### config.mk
export PLATFORM = sky130hd
export DESIGN_NAME = pc_fetch_ctrl
export DESIGN_NICKNAME = d
export VERILOG_FILES = /design/src/rtl/pc_fetch_ctrl_pkg.sv /design/src/rtl/pc_fetch_ctrl_redirect_sel.sv /design/src/rtl/pc_fetch_ctrl.sv
export SDC_FILE = /design/constraint.sdc
export NUM_CORES = 1
export LEC_CHECK = 0
export ABC_AREA = 1
export CORE_MARGIN = 1
export CORE_UTILIZATION = 45
export CTS_BUF_LIST = sky130_fd_sc_hd__clkbuf_4 sky130_fd_sc_hd__clkbuf_8
export CTS_CLUSTER_SIZE = 16
export DETAILED_ROUTE_END_ITERATION = 16
export PLACE_DENSITY = 0.78
export SLEW_MARGIN = 0
export SYNTH_ARGS = -nofsm -noshare
export SYNTH_HDL_FRONTEND = slang
export SYNTH_SLANG_ARGS = --single-unit
### constraint.sdc
create_clock -name clk -period 4.85 [get_ports clk]
set_input_delay 1.2125 -clock clk [delete_from_list [all_inputs] [get_ports clk]]
set_output_delay 1.2125 -clock clk [all_outputs]
set_load 0.02 [all_outputs]
### src/rtl/pc_fetch_ctrl_pkg.sv
// Shared fetch-stage definitions: FSM encoding, fixed vectors and redirect priority codes.
package cpu_defs;

    localparam logic [1:0] S_REQ  = 2'd0;
    localparam logic [1:0] S_WAIT = 2'd1;
    localparam logic [1:0] S_OUT  = 2'd2;

    localparam logic [31:0] PC_RESET_VEC = 32'hBFC0_0000;
    localparam logic [31:0] PC_EXC_VEC   = 32'hBFC0_0380;

    // Larger code wins; a pending redirect is replaced by one of equal or higher code.
    localparam logic [1:0] PRIO_NONE = 2'd0;
    localparam logic [1:0] PRIO_BR   = 2'd1;
    localparam logic [1:0] PRIO_ERET = 2'd2;
    localparam logic [1:0] PRIO_EXC  = 2'd3;

endpackage

### src/rtl/pc_fetch_ctrl_redirect_sel.sv
// Combinational priority pick among exception, eret and branch redirect pulses.
module pc_redirect_sel
    import cpu_defs::*;
#(
    parameter logic [31:0] EXC_VEC = PC_EXC_VEC
) (
    input  logic        exc_i,
    input  logic        eret_i,
    input  logic        br_i,
    input  logic [31:0] epc_i,
    input  logic [31:0] br_target_i,
    output logic        valid_o,
    output logic [31:0] target_o,
    output logic [1:0]  prio_o
);

    always_comb begin
        valid_o  = 1'b0;
        target_o = 32'h0;
        prio_o   = PRIO_NONE;
        if (exc_i) begin
            valid_o  = 1'b1;
            target_o = EXC_VEC;
            prio_o   = PRIO_EXC;
        end else if (eret_i) begin
            valid_o  = 1'b1;
            target_o = epc_i;
            prio_o   = PRIO_ERET;
        end else if (br_i) begin
            valid_o  = 1'b1;
            target_o = br_target_i;
            prio_o   = PRIO_BR;
        end
    end

endmodule

### src/rtl/pc_fetch_ctrl.sv
// Fetch-stage PC sequencer: one outstanding SRAM-like request, holds the word for decode,
// queues redirects that arrive mid-request and discards the stale returned word.
module pc_fetch_ctrl
    import cpu_defs::*;
#(
    parameter logic [31:0] RESET_PC = PC_RESET_VEC,
    parameter logic [31:0] EXC_VEC  = PC_EXC_VEC
) (
    input  logic        clk,
    input  logic        rst,
    input  logic        stall_i,
    input  logic        br_taken_i,
    input  logic [31:0] br_target_i,
    input  logic        exc_i,
    input  logic        eret_i,
    input  logic [31:0] epc_i,
    output logic        inst_req,
    output logic [31:0] inst_addr,
    input  logic        inst_addr_ok,
    input  logic        inst_data_ok,
    input  logic [31:0] inst_rdata,
    output logic        if_valid,
    output logic [31:0] if_pc,
    output logic [31:0] if_inst,
    output logic [1:0]  state_o
);

    logic [1:0]  state_q, state_d;
    logic [31:0] pc_q, pc_d;
    logic        pend_v_q, pend_v_d;
    logic [31:0] pend_tgt_q, pend_tgt_d;
    logic [1:0]  pend_prio_q, pend_prio_d;
    logic        kill_q, kill_d;
    logic        if_valid_q, if_valid_d;
    logic [31:0] if_pc_q, if_pc_d;
    logic [31:0] if_inst_q, if_inst_d;

    logic        redir_v;
    logic [31:0] redir_tgt;
    logic [1:0]  redir_prio;
    logic        take_new;
    logic [31:0] eff_tgt;

    pc_redirect_sel #(.EXC_VEC(EXC_VEC)) u_redirect_sel (
        .exc_i       (exc_i),
        .eret_i      (eret_i),
        .br_i        (br_taken_i),
        .epc_i       (epc_i),
        .br_target_i (br_target_i),
        .valid_o     (redir_v),
        .target_o    (redir_tgt),
        .prio_o      (redir_prio)
    );

    // A live redirect replaces the queued one unless the queued one outranks it.
    assign take_new = redir_v && (!pend_v_q || (redir_prio >= pend_prio_q));
    assign eff_tgt  = take_new ? redir_tgt : pend_tgt_q;

    always_comb begin
        state_d     = state_q;
        pc_d        = pc_q;
        pend_v_d    = pend_v_q;
        pend_tgt_d  = pend_tgt_q;
        pend_prio_d = pend_prio_q;
        kill_d      = kill_q;
        if_valid_d  = if_valid_q;
        if_pc_d     = if_pc_q;
        if_inst_d   = if_inst_q;

        if (take_new) begin
            pend_v_d    = 1'b1;
            pend_tgt_d  = redir_tgt;
            pend_prio_d = redir_prio;
        end

        case (state_q)
            S_REQ: begin
                // Once accepted, a request issued behind a queued redirect is stale.
                if (inst_addr_ok) begin
                    state_d = S_WAIT;
                    kill_d  = pend_v_q | redir_v;
                end
            end
            S_WAIT: begin
                if (redir_v) kill_d = 1'b1;
                if (inst_data_ok) begin
                    if (kill_q || redir_v) begin
                        kill_d      = 1'b0;
                        pc_d        = eff_tgt;
                        pend_v_d    = 1'b0;
                        pend_prio_d = PRIO_NONE;
                        state_d     = S_REQ;
                    end else begin
                        if_inst_d  = inst_rdata;
                        if_pc_d    = pc_q;
                        if_valid_d = 1'b1;
                        state_d    = S_OUT;
                    end
                end
            end
            S_OUT: begin
                if (redir_v) begin
                    if_valid_d  = 1'b0;
                    pc_d        = eff_tgt;
                    pend_v_d    = 1'b0;
                    pend_prio_d = PRIO_NONE;
                    state_d     = S_REQ;
                end else if (!stall_i) begin
                    if_valid_d  = 1'b0;
                    pc_d        = pend_v_q ? pend_tgt_q : pc_q + 32'd4;
                    pend_v_d    = 1'b0;
                    pend_prio_d = PRIO_NONE;
                    state_d     = S_REQ;
                end
            end
            default: state_d = S_REQ;
        endcase
    end

    always_ff @(posedge clk or posedge rst) begin
        if (rst) begin
            state_q     <= S_REQ;
            pc_q        <= RESET_PC;
            pend_v_q    <= 1'b0;
            pend_tgt_q  <= 32'h0;
            pend_prio_q <= PRIO_NONE;
            kill_q      <= 1'b0;
            if_valid_q  <= 1'b0;
            if_pc_q     <= 32'h0;
            if_inst_q   <= 32'h0;
        end else begin
            state_q     <= state_d;
            pc_q        <= pc_d;
            pend_v_q    <= pend_v_d;
            pend_tgt_q  <= pend_tgt_d;
            pend_prio_q <= pend_prio_d;
            kill_q      <= kill_d;
            if_valid_q  <= if_valid_d;
            if_pc_q     <= if_pc_d;
            if_inst_q   <= if_inst_d;
        end
    end

    // Request handshake: inst_req/inst_addr hold steady until inst_addr_ok; inst_data_ok
    // completes the single outstanding request.
    assign inst_req  = (state_q == S_REQ) && !rst;
    assign inst_addr = pc_q;
    assign if_valid  = if_valid_q;
    assign if_pc     = if_pc_q;
    assign if_inst   = if_inst_q;
    assign state_o   = state_q;

endmodule

==> results.md <==
* Initial DRC Count at ~470
* Ports at ~200
* Area Overhead vs Synth at 34.8%
* Total CTS buffers at 17
* Reg2reg start: state_o[0]
* First-pass GRT wire length at about 33 mm
* CP Cell Sequence: clkdlybuf4s50_1 > nor2_1 > clkdlybuf4s50_1
* Slowest-stage cell, CP: clkdlybuf4s50_1
* CP Capture Point: inst_req
* Root Driver: clkbuf_8
* PortBufs at 203
* Hold_buf cts at 0
* Resized Gates After CTS at 0
* Slew Viols, Final at 0
* Row count at 46
* Setup Fix Bufs, Post-CTS at 0
* WL/cell at around 15 um
* Sum of buffers and inverters on the critical path at 2
* Worst Setup End Kind: output pin
* Clock skew at ~0.011 ns
* DP HPWL at between 10 and 15 mm
* RSZ-0062 raised after global routing: no
* DR vias at roughly 7,100
* Min Tclk post-route at 3.66 ns
* Power density cells at 577 nW/um^2
* TritonCTS clock tree: built
* Skew-Pair Late Insertion Delay at approximately 0.45 ns
* Worst hold path type: reg -> reg
* Cells after Synth at ~950
* Largest net degree at the start of global routing at 93
* Grt ovf at 0
* DRT Pass-1 Iters at 5
* RePlAce Congestion at 0.885
* Initial Utilization at a little under half
* CP max stage delay at ~0.61 ns
* Fmax at approximately 0.27 GHz
* Slew @ Worst Pin at ~0.96 ns
* Htree depth at 4
* WP data arrival at 2.45 ns
* Die height at ~130 um
* Final period utilization at 75.5%
* Core Area at ~16,000 sq um
* # nets final at between 1,000 and 1,500
* Reg2reg setup slack at between 2 and 2.5 ns
* Most used cell, CP: clkdlybuf4s50_1
* Status: complete, no violations
* # diodes at 0
* Routed Antenna Nets at 0
* Slew HR at 35.8%
* Worst hold path depth at 1
* Syn Nets at 1,063
* Die area at ~17,000 sq um
* Final Core Density at between 60% and 70%
* CTS clk-pin slew, worst paths at 0.07 ns
* Yosys warns at 0
* Initial antenna violation count at 0
* Finished Layout Cells at between 1,000 and 1,500
* Lkg Pwr at between 4 and 5 nW
* RR Endpoint: pend_prio_q[1]
* Setup TNS at 0 ns
* Cell area after synthesis at ~7400 sq um
* CTS sink cnt at ~140
* Hold Fails Final Rpt at 0
* Register area share after synthesis at 46.0%
* Worst Setup SP: rst
* Final worst setup slack at ~1.2 ns
* Worst path depth at 3
* Top post-synthesis cells by area: dfrtp_1 (43%), nand2_1 (18%), nand3_1 (6.9%)
* DRC at 0
* CTS max path bufs at 2
* Placed inst area at 9490 sq um
* Yosys top cell by area: dfrtp_1
* Unique masters post-synth at 34
* CP max FO at 2
* Vias in the first global route at between 6,000 and 7,000
* Share of the synthesized area in the top cell type at a little over two fifths
* CP required at 3.64 ns
* Share of cells above drive strength 1 at 6.68%
* Die Wd at roughly 130 um
* #FFs+latches synth at 135
* WL final at a little over 20 mm
* Final setup vio count at 0
* Vias per cell at around 5.2
* Worst path top cell family by delay: buffers and inverters
* Mean Syn Cell Area at approximately 7.7 sq um
* Startpoint class of the critical path: input pin
* Dpl ws at 1.11 ns
* Total track usage at 25.3%
* Design area at between 9000 and 10,000 sq um
* Placed Cells at approximately 1,300
* MaxCap Viol Count at 0
* CP Class: in -> out
* FF-to-FF path depth at 10
* VDD IR max at about 0.00021 V
[kinds of logic after synthesis]
kind of cell,Yosys count,synth area share [%]
simple gates,558,31.6
flops,135,46.0
compound gates,105,7.36
buf+inv,100,6.36
mux,50,7.65
fa+ha+maj,5,0.850
xor+xnor,1,0.119
[how the worst min path moves through the flow]
stage              startpoint        endpoint
2_1_floorplan  pend_tgt_q[22]  pend_tgt_q[22]
3_3_place_gp      if_inst[15]     if_inst[15]
3_5_place_dp       if_inst[8]      if_inst[8]
4_1_cts           if_inst[14]     if_inst[14]
5_1_grt           if_inst[13]     if_inst[13]
6_report            if_pc[24]       if_pc[24]
[final cells by class]
cell class | count | area [sq um]
fillers | 1455 | 6020
multi-input cells | 719 | 3500
clock inverters | 9 | 148
inverters | 54 | 210
clock buffers | 23 | 292
repair buffers | 212 | 2110
flip-flops and latches | 135 | 3390
well taps | 216 | 270
[cell usage in the layout (no fill, tap or decap), types with 3 or more instances in the layout]
| cell type | synthesis | layout |
|---|---|---|
| dfrtp_1 | 126 | 126 |
| inv_1 | 50 | 49 |
| clkbuf_4 | 0 | 4 |
| clkbuf_8 | 0 | 19 |
| o21bai_1 | 4 | 4 |
| mux2_1 | 39 | 39 |
| clkdlybuf4s50_1 | 0 | 203 |
| ha_1 | 5 | 5 |
| nand3_1 | 101 | 101 |
| o21ai_1 | 3 | 3 |
| mux2_2 | 11 | 11 |
| nor2_4 | 4 | 4 |
| nand4_1 | 3 | 3 |
| nor2_2 | 3 | 3 |
| clkinv_2 | 0 | 4 |
| o21ai_0 | 17 | 17 |
| buf_4 | 10 | 8 |
| nor2_1 | 79 | 79 |
| nand3b_1 | 7 | 7 |
| a21oi_1 | 77 | 77 |
| bufinv_16 | 0 | 4 |
| nand2_1 | 354 | 354 |
| dfstp_2 | 9 | 9 |
[cells in the mapped netlist (all sizes together)]
master and number:
clkinv 1, a21oi 77, o22ai 2, and2 2, a31oi 1, clkbuf 12, a21boi 1, inv 53
o21bai 4, ha 5, nand3 101, mux2 50, nand4 3, nor2 87, xnor2 1, buf 34
or2 1, nand3b 7, dfstp 9, dfrtp 126, nand2 357, o21ai 20
[flip-flops by register name (all words and copies together), names as in the netlist]
| register | count |
|---|---|
| state_o | 2 |
| inst_addr | 32 |
| if_valid | 1 |
| if_pc | 32 |
| if_inst | 32 |
| kill_q | 1 |
| pend_tgt_q | 32 |
| pend_v_q | 1 |
| pend_prio_q | 2 |
[report_power, final]
part | internal (mW) | total (mW) | switching, mW
sequential | 1.62 | 2.03 | 0.413
combinational | 1.15 | 2.66 | 1.51
clock | 0.607 | 1.03 | 0.421
total | 3.37 | 5.72 | 2.35
[metrics by stage]
| step | hold WS [ns] | power (mW) |
|---|---|---|
| 6_report | 0.485 | 5.72 |
| 2_1_floorplan | 0.461 | 3.51 |
| 5_1_grt | 0.502 | 6.12 |
| 4_1_cts | 0.491 | 5.75 |
| 3_3_place_gp | 0.466 | 4.65 |
| 3_5_place_dp | 0.474 | 4.71 |
[per-layer routing]
layer,wire (um),GRT usage (%),share of wire (%)
met1,9010,34.3,45
met2,8730,38.3,43
met3,1830,6.48,9.1
met4,584,10.9,2.9
met5,0,0,0
Power figures use the tool's default switching activity.
